===== config.mk =====
export PLATFORM = sky130hd
export DESIGN_NAME = mem_port_arbiter
export DESIGN_NICKNAME = d
export VERILOG_FILES = /design/src/rtl/y86_mem_pkg.sv /design/src/rtl/arb_fair_counter.sv /design/src/rtl/mem_port_arbiter.sv
export SDC_FILE = /design/constraint.sdc
export NUM_CORES = 1
export LEC_CHECK = 0
export CELL_PAD_IN_SITES_DETAIL_PLACEMENT = 0
export CELL_PAD_IN_SITES_GLOBAL_PLACEMENT = 1
export CORE_AREA = 2 2 183 185
export CTS_BUF_LIST = sky130_fd_sc_hd__clkbuf_8
export DETAILED_ROUTE_END_ITERATION = 8
export DIE_AREA = 0 0 185 187
export GPL_TIMING_DRIVEN = 0
export PLACE_DENSITY = 0.77
export SETUP_SLACK_MARGIN = 0.05
export SYNTH_ARGS = -nofsm -noshare
export SYNTH_HDL_FRONTEND = slang
export SYNTH_SLANG_ARGS = --single-unit

===== constraint.sdc =====
create_clock -name clk -period 2.8 [get_ports clk]
set_clock_uncertainty 0.15 [all_clocks]
set_input_delay 0.56 -clock clk [delete_from_list [all_inputs] [get_ports clk]]
set_output_delay 0.56 -clock clk [all_outputs]
set_load 0.02 [all_outputs]

===== src/rtl/y86_mem_pkg.sv =====
// Shared types and constants for the fetch / memory-stage port arbiter.
package y86_mem_pkg;

  localparam int MEM_DATA_W     = 64;
  localparam int DEFAULT_DEPTH  = 512;
  localparam int DEFAULT_ADDR_W = 9;

  typedef enum logic [1:0] {
    IDLE  = 2'd0,
    ISSUE = 2'd1,
    WAIT  = 2'd2,
    RESP  = 2'd3
  } arb_state_t;

  typedef enum logic {
    REQ_IF = 1'b0,
    REQ_DM = 1'b1
  } requester_t;

  // A word address is usable only if it is below DEPTH; any set upper bit makes it out of range.
  function automatic logic addr_in_range(input logic [MEM_DATA_W-1:0] addr,
                                         input int unsigned depth);
    return addr < MEM_DATA_W'(depth);
  endfunction

endpackage


===== src/rtl/arb_fair_counter.sv =====
// Counts consecutive arbitration losses of the fetch requester and forces a
// fetch win once the count reaches FAIR_LIMIT. FAIR_LIMIT = 0 disables forcing.
module arb_fair_counter #(
  parameter int FAIR_LIMIT = 4
) (
  input  logic clk,
  input  logic rst_n,
  input  logic arb_fire,
  input  logic if_req,
  input  logic if_won,
  output logic force_if
);

  localparam int CNT_W = (FAIR_LIMIT > 0) ? $clog2(FAIR_LIMIT + 1) : 1;
  localparam logic [CNT_W-1:0] LIMIT = CNT_W'(FAIR_LIMIT);

  logic [CNT_W-1:0] cnt_reg;

  // Loss counter: cleared when fetch stops asking or wins, saturating increment on each loss.
  always_ff @(posedge clk or negedge rst_n) begin
    if (!rst_n) begin
      cnt_reg <= '0;
    end else if (!if_req) begin
      cnt_reg <= '0;
    end else if (arb_fire) begin
      if (if_won) begin
        cnt_reg <= '0;
      end else if (cnt_reg != LIMIT) begin
        cnt_reg <= cnt_reg + CNT_W'(1);
      end
    end
  end

  assign force_if = (FAIR_LIMIT > 0) && (cnt_reg == LIMIT);

endmodule


===== src/rtl/mem_port_arbiter.sv =====
// Single-ported data memory shared between instruction fetch (read-only) and the
// memory stage. Memory stage has priority; fetch is protected from starvation by
// a loss counter. One access in flight, fixed read latency, registered outputs.
module mem_port_arbiter
  import y86_mem_pkg::*;
#(
  parameter int DEPTH        = DEFAULT_DEPTH,
  parameter int ADDR_W       = DEFAULT_ADDR_W,
  parameter int READ_LATENCY = 1,
  parameter int FAIR_LIMIT   = 4
) (
  input  logic                  clk,
  input  logic                  rst_n,
  input  logic                  if_req,
  input  logic [MEM_DATA_W-1:0] if_addr,
  output logic                  if_gnt,
  output logic                  if_rvalid,
  output logic [MEM_DATA_W-1:0] if_rdata,
  output logic                  if_err,
  input  logic                  dm_req,
  input  logic                  dm_we,
  input  logic [MEM_DATA_W-1:0] dm_addr,
  input  logic [MEM_DATA_W-1:0] dm_wdata,
  output logic                  dm_gnt,
  output logic                  dm_rvalid,
  output logic [MEM_DATA_W-1:0] dm_rdata,
  output logic                  dm_err,
  output logic                  mem_en,
  output logic                  mem_we,
  output logic [ADDR_W-1:0]     mem_addr,
  output logic [MEM_DATA_W-1:0] mem_wdata,
  input  logic [MEM_DATA_W-1:0] mem_rdata,
  output logic                  busy
);

  localparam int WCNT_W = (READ_LATENCY > 1) ? $clog2(READ_LATENCY) : 1;

  arb_state_t state_reg, state_next;
  requester_t winner_reg, sel_winner;
  logic       we_reg, err_reg;
  logic [WCNT_W-1:0] wait_cnt_reg;

  logic arb_point, arb_fire, force_if, pick_if, sel_we, sel_ok, wait_done, resp_enter;
  logic [MEM_DATA_W-1:0] sel_addr, sel_wdata;

  logic                  if_gnt_reg, if_gnt_next, if_rvalid_reg, if_rvalid_next;
  logic                  if_err_reg, if_err_next;
  logic [MEM_DATA_W-1:0] if_rdata_reg, if_rdata_next;
  logic                  dm_gnt_reg, dm_gnt_next, dm_rvalid_reg, dm_rvalid_next;
  logic                  dm_err_reg, dm_err_next;
  logic [MEM_DATA_W-1:0] dm_rdata_reg, dm_rdata_next;
  logic                  mem_en_reg, mem_en_next, mem_we_reg, mem_we_next;
  logic [ADDR_W-1:0]     mem_addr_reg, mem_addr_next;
  logic [MEM_DATA_W-1:0] mem_wdata_reg, mem_wdata_next;
  logic                  busy_reg, busy_next;

  // Requests are only looked at when no access is in flight (IDLE) or one is finishing (RESP).
  assign arb_point  = (state_reg == IDLE) || (state_reg == RESP);
  assign arb_fire   = arb_point && (if_req || dm_req);
  assign pick_if    = if_req && (!dm_req || force_if);
  assign sel_winner = pick_if ? REQ_IF : REQ_DM;
  assign sel_we     = pick_if ? 1'b0 : dm_we;
  assign sel_addr   = pick_if ? if_addr : dm_addr;
  assign sel_wdata  = pick_if ? '0 : dm_wdata;
  assign sel_ok     = addr_in_range(sel_addr, DEPTH);
  assign wait_done  = (wait_cnt_reg == WCNT_W'(READ_LATENCY - 1));
  assign resp_enter = (state_next == RESP);

  arb_fair_counter #(
    .FAIR_LIMIT(FAIR_LIMIT)
  ) u_fair (
    .clk     (clk),
    .rst_n   (rst_n),
    .arb_fire(arb_fire),
    .if_req  (if_req),
    .if_won  (pick_if),
    .force_if(force_if)
  );

  // State register.
  always_ff @(posedge clk or negedge rst_n) begin
    if (!rst_n) state_reg <= IDLE;
    else        state_reg <= state_next;
  end

  // Next-state logic; RESP chains straight into the next access when someone is waiting.
  always_comb begin
    state_next = state_reg;
    unique case (state_reg)
      IDLE:    if (arb_fire) state_next = ISSUE;
      ISSUE:   state_next = err_reg ? RESP : WAIT;
      WAIT:    if (wait_done) state_next = RESP;
      RESP:    state_next = arb_fire ? ISSUE : IDLE;
      default: state_next = IDLE;
    endcase
  end

  // Next values of the registered outputs: grant and strobe on entering ISSUE, response on entering RESP.
  always_comb begin
    logic [MEM_DATA_W-1:0] resp_data;
    resp_data      = '0;
    if_gnt_next    = 1'b0;
    if_rvalid_next = 1'b0;
    if_rdata_next  = '0;
    if_err_next    = 1'b0;
    dm_gnt_next    = 1'b0;
    dm_rvalid_next = 1'b0;
    dm_rdata_next  = '0;
    dm_err_next    = 1'b0;
    mem_en_next    = 1'b0;
    mem_we_next    = 1'b0;
    mem_addr_next  = '0;
    mem_wdata_next = '0;
    if (arb_fire) begin
      if_gnt_next = pick_if;
      dm_gnt_next = !pick_if;
      if (sel_ok) begin
        mem_en_next    = 1'b1;
        mem_we_next    = sel_we;
        mem_addr_next  = sel_addr[ADDR_W-1:0];
        mem_wdata_next = sel_wdata;
      end
    end
    if (resp_enter) begin
      // Read data is live on the last WAIT cycle; writes and errors answer with zero.
      resp_data = ((state_reg == WAIT) && !we_reg) ? mem_rdata : '0;
      if (winner_reg == REQ_IF) begin
        if_rvalid_next = 1'b1;
        if_rdata_next  = resp_data;
        if_err_next    = err_reg;
      end else begin
        dm_rvalid_next = 1'b1;
        dm_rdata_next  = resp_data;
        dm_err_next    = err_reg;
      end
    end
    busy_next = (state_next != IDLE);
  end

  // Output registers; reset clears them at once so an in-flight strobe is withdrawn.
  always_ff @(posedge clk or negedge rst_n) begin
    if (!rst_n) begin
      if_gnt_reg    <= 1'b0;
      if_rvalid_reg <= 1'b0;
      if_rdata_reg  <= '0;
      if_err_reg    <= 1'b0;
      dm_gnt_reg    <= 1'b0;
      dm_rvalid_reg <= 1'b0;
      dm_rdata_reg  <= '0;
      dm_err_reg    <= 1'b0;
      mem_en_reg    <= 1'b0;
      mem_we_reg    <= 1'b0;
      mem_addr_reg  <= '0;
      mem_wdata_reg <= '0;
      busy_reg      <= 1'b0;
    end else begin
      if_gnt_reg    <= if_gnt_next;
      if_rvalid_reg <= if_rvalid_next;
      if_rdata_reg  <= if_rdata_next;
      if_err_reg    <= if_err_next;
      dm_gnt_reg    <= dm_gnt_next;
      dm_rvalid_reg <= dm_rvalid_next;
      dm_rdata_reg  <= dm_rdata_next;
      dm_err_reg    <= dm_err_next;
      mem_en_reg    <= mem_en_next;
      mem_we_reg    <= mem_we_next;
      mem_addr_reg  <= mem_addr_next;
      mem_wdata_reg <= mem_wdata_next;
      busy_reg      <= busy_next;
    end
  end

  // Latched transaction attributes and the read-latency counter.
  always_ff @(posedge clk or negedge rst_n) begin
    if (!rst_n) begin
      winner_reg   <= REQ_IF;
      we_reg       <= 1'b0;
      err_reg      <= 1'b0;
      wait_cnt_reg <= '0;
    end else begin
      if (arb_fire) begin
        winner_reg <= sel_winner;
        we_reg     <= sel_we;
        err_reg    <= !sel_ok;
      end
      if (state_reg == WAIT) wait_cnt_reg <= wait_cnt_reg + WCNT_W'(1);
      else                   wait_cnt_reg <= '0;
    end
  end

  assign if_gnt    = if_gnt_reg;
  assign if_rvalid = if_rvalid_reg;
  assign if_rdata  = if_rdata_reg;
  assign if_err    = if_err_reg;
  assign dm_gnt    = dm_gnt_reg;
  assign dm_rvalid = dm_rvalid_reg;
  assign dm_rdata  = dm_rdata_reg;
  assign dm_err    = dm_err_reg;
  assign mem_en    = mem_en_reg;
  assign mem_we    = mem_we_reg;
  assign mem_addr  = mem_addr_reg;
  assign mem_wdata = mem_wdata_reg;
  assign busy      = busy_reg;

endmodule

* Word-level counts from Yosys, hierarchy flattened
Index checks and enable logic that the tools add are counted.
** Operators by class
- Reductions and logical operators :: 13
- Eq/ne operators :: 8
- Add/sub/neg operators :: 2
- Multiplexer cells :: 37
- Magnitude comparators :: 1
** Operator list (count)
- 64-bit two-way mux :: 9
- 64-bit by 10-bit less-than comparator with 1-bit output (second input constant) :: 1
- 1-bit two-way mux :: 19
- 9-bit two-way mux :: 2
- 3-bit two-way mux :: 4
- 2-bit one-hot mux with 4 select lines :: 1
- 2-bit equality test (second input constant) :: 3
- 1-bit zero test :: 4
- 2-bit two-way mux :: 2
- 3-bit by 1-bit adder with 3-bit output (second input constant) :: 1
- 3-bit equality test (second input constant) :: 1
- 1-bit logical AND :: 3
- 1-bit logical OR :: 3
- 3-bit by 1-bit != test with 1-bit output (second input constant) :: 1
- 3-bit != test (second input constant) :: 1
- 2-bit by 1-bit equality test with 1-bit output (second input constant) :: 1
- 2-bit zero test :: 1
- 2-bit by 1-bit != test with 1-bit output (second input constant) :: 1
- 2-bit AND reduction :: 1
- 2-bit nonzero test :: 1
- 1-bit adder (second input constant) :: 1
** Word-level totals
- Word-level logic and storage cells :: 80
- Input bits :: 261
- Flip-flop bits (word level) :: 219
- Output and inout port bits :: 210

* Depth between registers and ports, before layout
- Depth in word-level cells :: 7
- Gate-level depth with buffers :: 10
- Mapped depth without buffers :: 7

* Hierarchy
A second synthesis with hierarchy kept.
** Unflattened totals
- Cell total of the unflattened synthesis :: 567
- Area, all modules :: 7643.6 sq um
** By module, submodules not included
- mem_port_arbiter :: times used 1, seq. area each 5405.2 sq um, area each 7443.4 sq um, cells each 547
- arb_fair_counter :: times used 1, seq. area each 75.1 sq um, area each 200.2 sq um, cells each 20

* Worst setup path before layout
Ideal clock, no wire load.
- Path type :: register -> register
- From :: register u_fair.cnt_reg[0]
- To :: register mem_wdata_reg[13], in the netlist mem_wdata[13]
- Setup slack :: 804 ps
- Stages on the path, launching flop included :: 11
- Setup time :: 66 ps
- Arrival time :: 1780 ps
- Buffers on the path :: 3
- Period minus slack after synthesis :: 1996 ps
- Cells stage by stage :: dfrtp_1 > inv_1 > ha_1 > a21bo_1 > and2_1 > buf_6 > nor3_2 > and4_1 > buf_6 > buf_6 > and2_1
** On the way
- Word-level cells in the longest chain between the ends :: 7
- Elaborated cells between the ends (all ways) :: 8
** Ends and longest elaborated chain
- start: declaration :: RTL line arb_fair_counter.sv:17 : logic [CNT_W-1:0] cnt_reg;
- start signal: assignment :: RTL line arb_fair_counter.sv:29 : cnt_reg <= cnt_reg + CNT_W'(1);
- 3-bit equality test * :: RTL line arb_fair_counter.sv:34 : assign force_if = (FAIR_LIMIT > 0) && (cnt_reg == LIMIT);
- 1-bit logical OR * :: RTL line mem_port_arbiter.sv:60 : assign pick_if = if_req && (!dm_req || force_if);
- 1-bit logical AND * :: RTL line mem_port_arbiter.sv:60
- 64-bit two-way mux :: RTL line mem_port_arbiter.sv:63 : assign sel_addr = pick_if ? if_addr : dm_addr;
- 64-bit by 10-bit less-than comparator with 1-bit output :: RTL line y86_mem_pkg.sv:23 : return addr < MEM_DATA_W'(depth);
- 64-bit two-way mux * :: RTL line mem_port_arbiter.sv:117 : if (sel_ok) begin
- 64-bit two-way mux * :: RTL line mem_port_arbiter.sv:114 : if (arb_fire) begin
- via mem_wdata_next[13] :: RTL line mem_port_arbiter.sv:54 : logic [MEM_DATA_W-1:0] mem_wdata_reg, mem_wdata_next;
- end signal: assignment :: RTL line mem_port_arbiter.sv:168 : mem_wdata_reg <= mem_wdata_next;
- end: declaration :: RTL line mem_port_arbiter.sv:54
Mark *: on every way through the listed nets, which the timed path passes. The rest lies on a longest branch.
A chain may end at the register's enable or synchronous reset.

* Worst setup path in the final report
- From :: register state_reg[0]
- To :: register if_rdata_reg[24], in the netlist if_rdata[24]
** On the way
- Word-level cells in the longest chain between the ends :: 7
- Elaborated cells between the ends (all ways) :: 15
** Ends and longest elaborated chain
- start: declaration :: RTL line mem_port_arbiter.sv:38 : arb_state_t state_reg, state_next;
- start signal: assignment :: RTL line mem_port_arbiter.sv:83 : else state_reg <= state_next;
- 2-bit equality test or 2-bit zero test (tied branches) :: RTL line mem_port_arbiter.sv:58, mem_port_arbiter.sv:89
- 1-bit logical OR :: RTL line mem_port_arbiter.sv:58 : assign arb_point = (state_reg == IDLE) || (state_reg == RESP);
- 1-bit logical AND :: RTL line mem_port_arbiter.sv:59 : assign arb_fire = arb_point && (if_req || dm_req);
- 2-bit two-way mux :: RTL line mem_port_arbiter.sv:90 : IDLE: if (arb_fire) state_next = ISSUE;
- 2-bit one-hot mux with 4 select lines * :: RTL line mem_port_arbiter.sv:89 : unique case (state_reg)
- via state_next[1] :: RTL line mem_port_arbiter.sv:38
- 2-bit equality test * :: RTL line mem_port_arbiter.sv:67 : assign resp_enter = (state_next == RESP);
- 64-bit two-way mux * :: RTL line mem_port_arbiter.sv:124 : if (resp_enter) begin
- via if_rdata_next[24] :: RTL line mem_port_arbiter.sv:48 : logic [MEM_DATA_W-1:0] if_rdata_reg, if_rdata_next;
- end signal: assignment :: RTL line mem_port_arbiter.sv:159 : if_rdata_reg <= if_rdata_next;
- end: declaration :: RTL line mem_port_arbiter.sv:48
Marks and branches as above.

==> results.cfg <==
[clock_network]
clk_pin_slew_worst_paths_ns = 0.06
clock_sink_count = 219
h-tree-depth = 2
postCtsSetupBuffers = 0
tritoncts = yes
insertion_delay_ns = 0.54
cts_buffer_depth = 3
cts-buffers-inserted = 40
cts.root.buffer_cell = clkbuf_8

[route]
routed_length_per_instance_um = 17.7
dr_wl_met2_um = 14500
first_pass_iters = 4
drt_first_iter_violations = 177
detail_route.vias_per_cell = 4.11
met1_wl_um = 10100
met3RoutedLength_um = 2060
drt_wl_total_um = 27700
final_antenna_net_count = 0
top_routing_layer_used = met4
route.vias.total = 6431
route.detailed.drc = 0

[synth]
post_synth_instance_area_mm2 = 0.00756
synthDistinctLibCells = 26
ys_warn_count = 0
avgSynthCellArea_um2 = 13.3
synth_seq_area_share = 0.725
yosys_register_bits = 219
synth_nets = 836
postSynthCellCount = 569

[global_route]
grt_pass1_wl_um = 40300
grt_pass1_vias = 6871
congestion_overflow_gr = 0
grt_util_all_layers = 0.155
largest_net_degree_at_the_start_of_global_routing = 115
antenna_found_initial = 3

[sta]
fin_crit_ns = 2.60
slew_headroom = 0.450
worst_slew_pin_slew_ns = 0.825
slew_violations = 0
max_freq_mhz = 384
report.final.hold_viol_count = 0
report.final.setup_viol = 0
grt_setup_unrepaired = true
final.period_utilization = 0.930

[pwr]
swShare = 0.307
power_w = 0.00892
worst_ir_drop_vdd_v = 0.000278
power.combinational.fraction = 0.250
power.share.clock = 0.362
power_density_mw_per_mm2 = 649
sw_pwr_w = 0.00274
total_leakage_power_nw = 6.59
power.internal_w = 0.00619
seq_power_share = 0.388

[place]
port_buffers = 470
weighted_congestion_at_the_end_of_routability_driven_global_placement = 0.849
placedCellCount = 1488
dp.final_hpwl_um = 21300

[die]
design.core.area_mm2 = 0.0329
initial_utilization = 0.230
num_io_pins = 471
chipHeight_um = 187
die_outline_area_mm2 = 0.0346
chipWidth_um = 185
num_rows = 67

[run]
max-cap-violations = 0

[run_status]
run_status = finished, final reports clean

[final_layout]
syn2layout_area_growth_pct = 81.9
layout.cells.most_common = clkdlybuf4s50_1
final_layout_size_suffix_gt1_frac = 0.0682
final_cell_mix = 469 x clkdlybuf4s50_1, 219 x dfrtp_1, 129 x and3_1
finish.net_count = 1350
final_cells = 1564

[critical_path]
path_max_fanout = 10
timing.critical_path.required_ns = 3.12
worstPathArrival_ns = 2.92
crit_path_end_kind = flip-flop
worstSetupPathType = flip-flop to flip-flop
start_kind = flip-flop

[min_path]
timing.hold.worst.class = flip-flop to flip-flop
[per-stage QoR]
stage          setup slack [ns]  hold WS [ns]  TNS [ns]  instance area (um^2)  utilization
3_3_place_gp              -8.21         0.271  -1792.05                 12800        0.390
2_1_floorplan             0.804         0.114         0                  7560            -
6_report                  0.197         0.276         0                 13800        0.419
5_1_grt                  0.0495         0.303         0                 13800        0.419
4_1_cts                  0.0787         0.282         0                 13700        0.418
3_5_place_dp             -0.144         0.269     -1.43                 12900        0.391
[synthesized netlist by cell type (all sizes together)]
| cell type | count | area (um^2) |
|---|---|---|
| nand2 | 26 | 97.6 |
| and2 | 68 | 425 |
| a21boi | 1 | 7.51 |
| inv | 7 | 26.3 |
| dfrtp | 219 | 5480 |
| nor2 | 5 | 18.8 |
| nor2b | 4 | 25.0 |
| nand2b | 1 | 6.26 |
| and3 | 129 | 807 |
| a21oi | 13 | 65.1 |
| a21bo | 1 | 10.0 |
| o221ai | 1 | 8.76 |
| nor3 | 9 | 55.1 |
| nand3 | 1 | 5.00 |
| nand4 | 6 | 37.5 |
| and4 | 1 | 8.76 |
| o21a | 1 | 7.51 |
| nor4 | 26 | 163 |
| nand3b | 1 | 7.51 |
| clkbuf | 32 | 123 |
| ha | 6 | 75.1 |
| o2bb2ai | 1 | 8.76 |
| o21ai | 3 | 15.0 |
| buf | 7 | 78.8 |
[repair_timing]
item,CTS,global route
hold buffers,1,0
hold endpoints to repair,105,0
resized for setup,0,9
setup endpoints to repair,0,49
[final timing paths]
kind                                        startpoint                endpoint  slack, ns  cells past startpoint
worst max-delay path            state_reg[0]$_DFF_PN0_  if_rdata[24]$_DFF_PN0_       0.20                      7
worst min-delay path            wait_cnt_reg$_DFF_PN0_  wait_cnt_reg$_DFF_PN0_       0.28                      1
min in group asynchronous                        rst_n  if_rdata[37]$_DFF_PN0_       0.51                      2
worst max register to register  state_reg[0]$_DFF_PN0_  if_rdata[24]$_DFF_PN0_       0.20                      7
worst min register to register  wait_cnt_reg$_DFF_PN0_  wait_cnt_reg$_DFF_PN0_       0.28                      1
max in group asynchronous                        rst_n  mem_wdata[4]$_DFF_PN0_       0.89                      3
[cell type report]
type | count | area [um^2]
Antenna cell | 2 | 5.00
Fill cell | 3141 | 19100
Inverter | 7 | 26.3
Multi-Input combinational cell | 304 | 1860
Sequential cell | 219 | 5480
Buffer | 39 | 206
Clock inverter | 22 | 170
Tap cell | 448 | 561
Timing Repair Buffer | 472 | 4750
Clock buffer | 51 | 702
[kinds of logic (layout without fill, tap and decap cells)]
family / after synthesis / after routing / share of synthesized area
compound gates: 21 / 21 / 0.0162
fa+ha+maj: 6 / 6 / 0.00993
buf+inv: 46 / 591 / 0.0301
flops: 219 / 219 / 0.725
other cells: 0 / 2 / 0
simple gates: 277 / 277 / 0.219
[power groups by stage]
stage	Sequential (W)	Clock, W	Combinational, W
2_1_floorplan	0.00373	0	0.000705
3_3_place_gp	0.00352	0	0.00221
3_5_place_dp	0.00352	0	0.00223
4_1_cts	0.00346	0.00333	0.00224
5_1_grt	0.00348	0.00349	0.00242
6_report	0.00346	0.00323	0.00223
[per-layer routing]
layer / up-vias / track usage
li1: 2969 / -
met1: 3075 / 0.168
met2: 325 / 0.282
met3: 62 / 0.0387
met4: 0 / 0.0705
met5: - / 0
[worst max-delay path: stages, from the launching register on]
cell and delay [ns]:
dfrtp_1 0.40, inv_1 0.08, ha_1 0.40, inv_1 0.14, nor3_1 0.43, clkbuf_2 0.32
clkbuf_1 0.39, and3_1 0.23
Note: power is estimated with default switching activity, not from simulation.
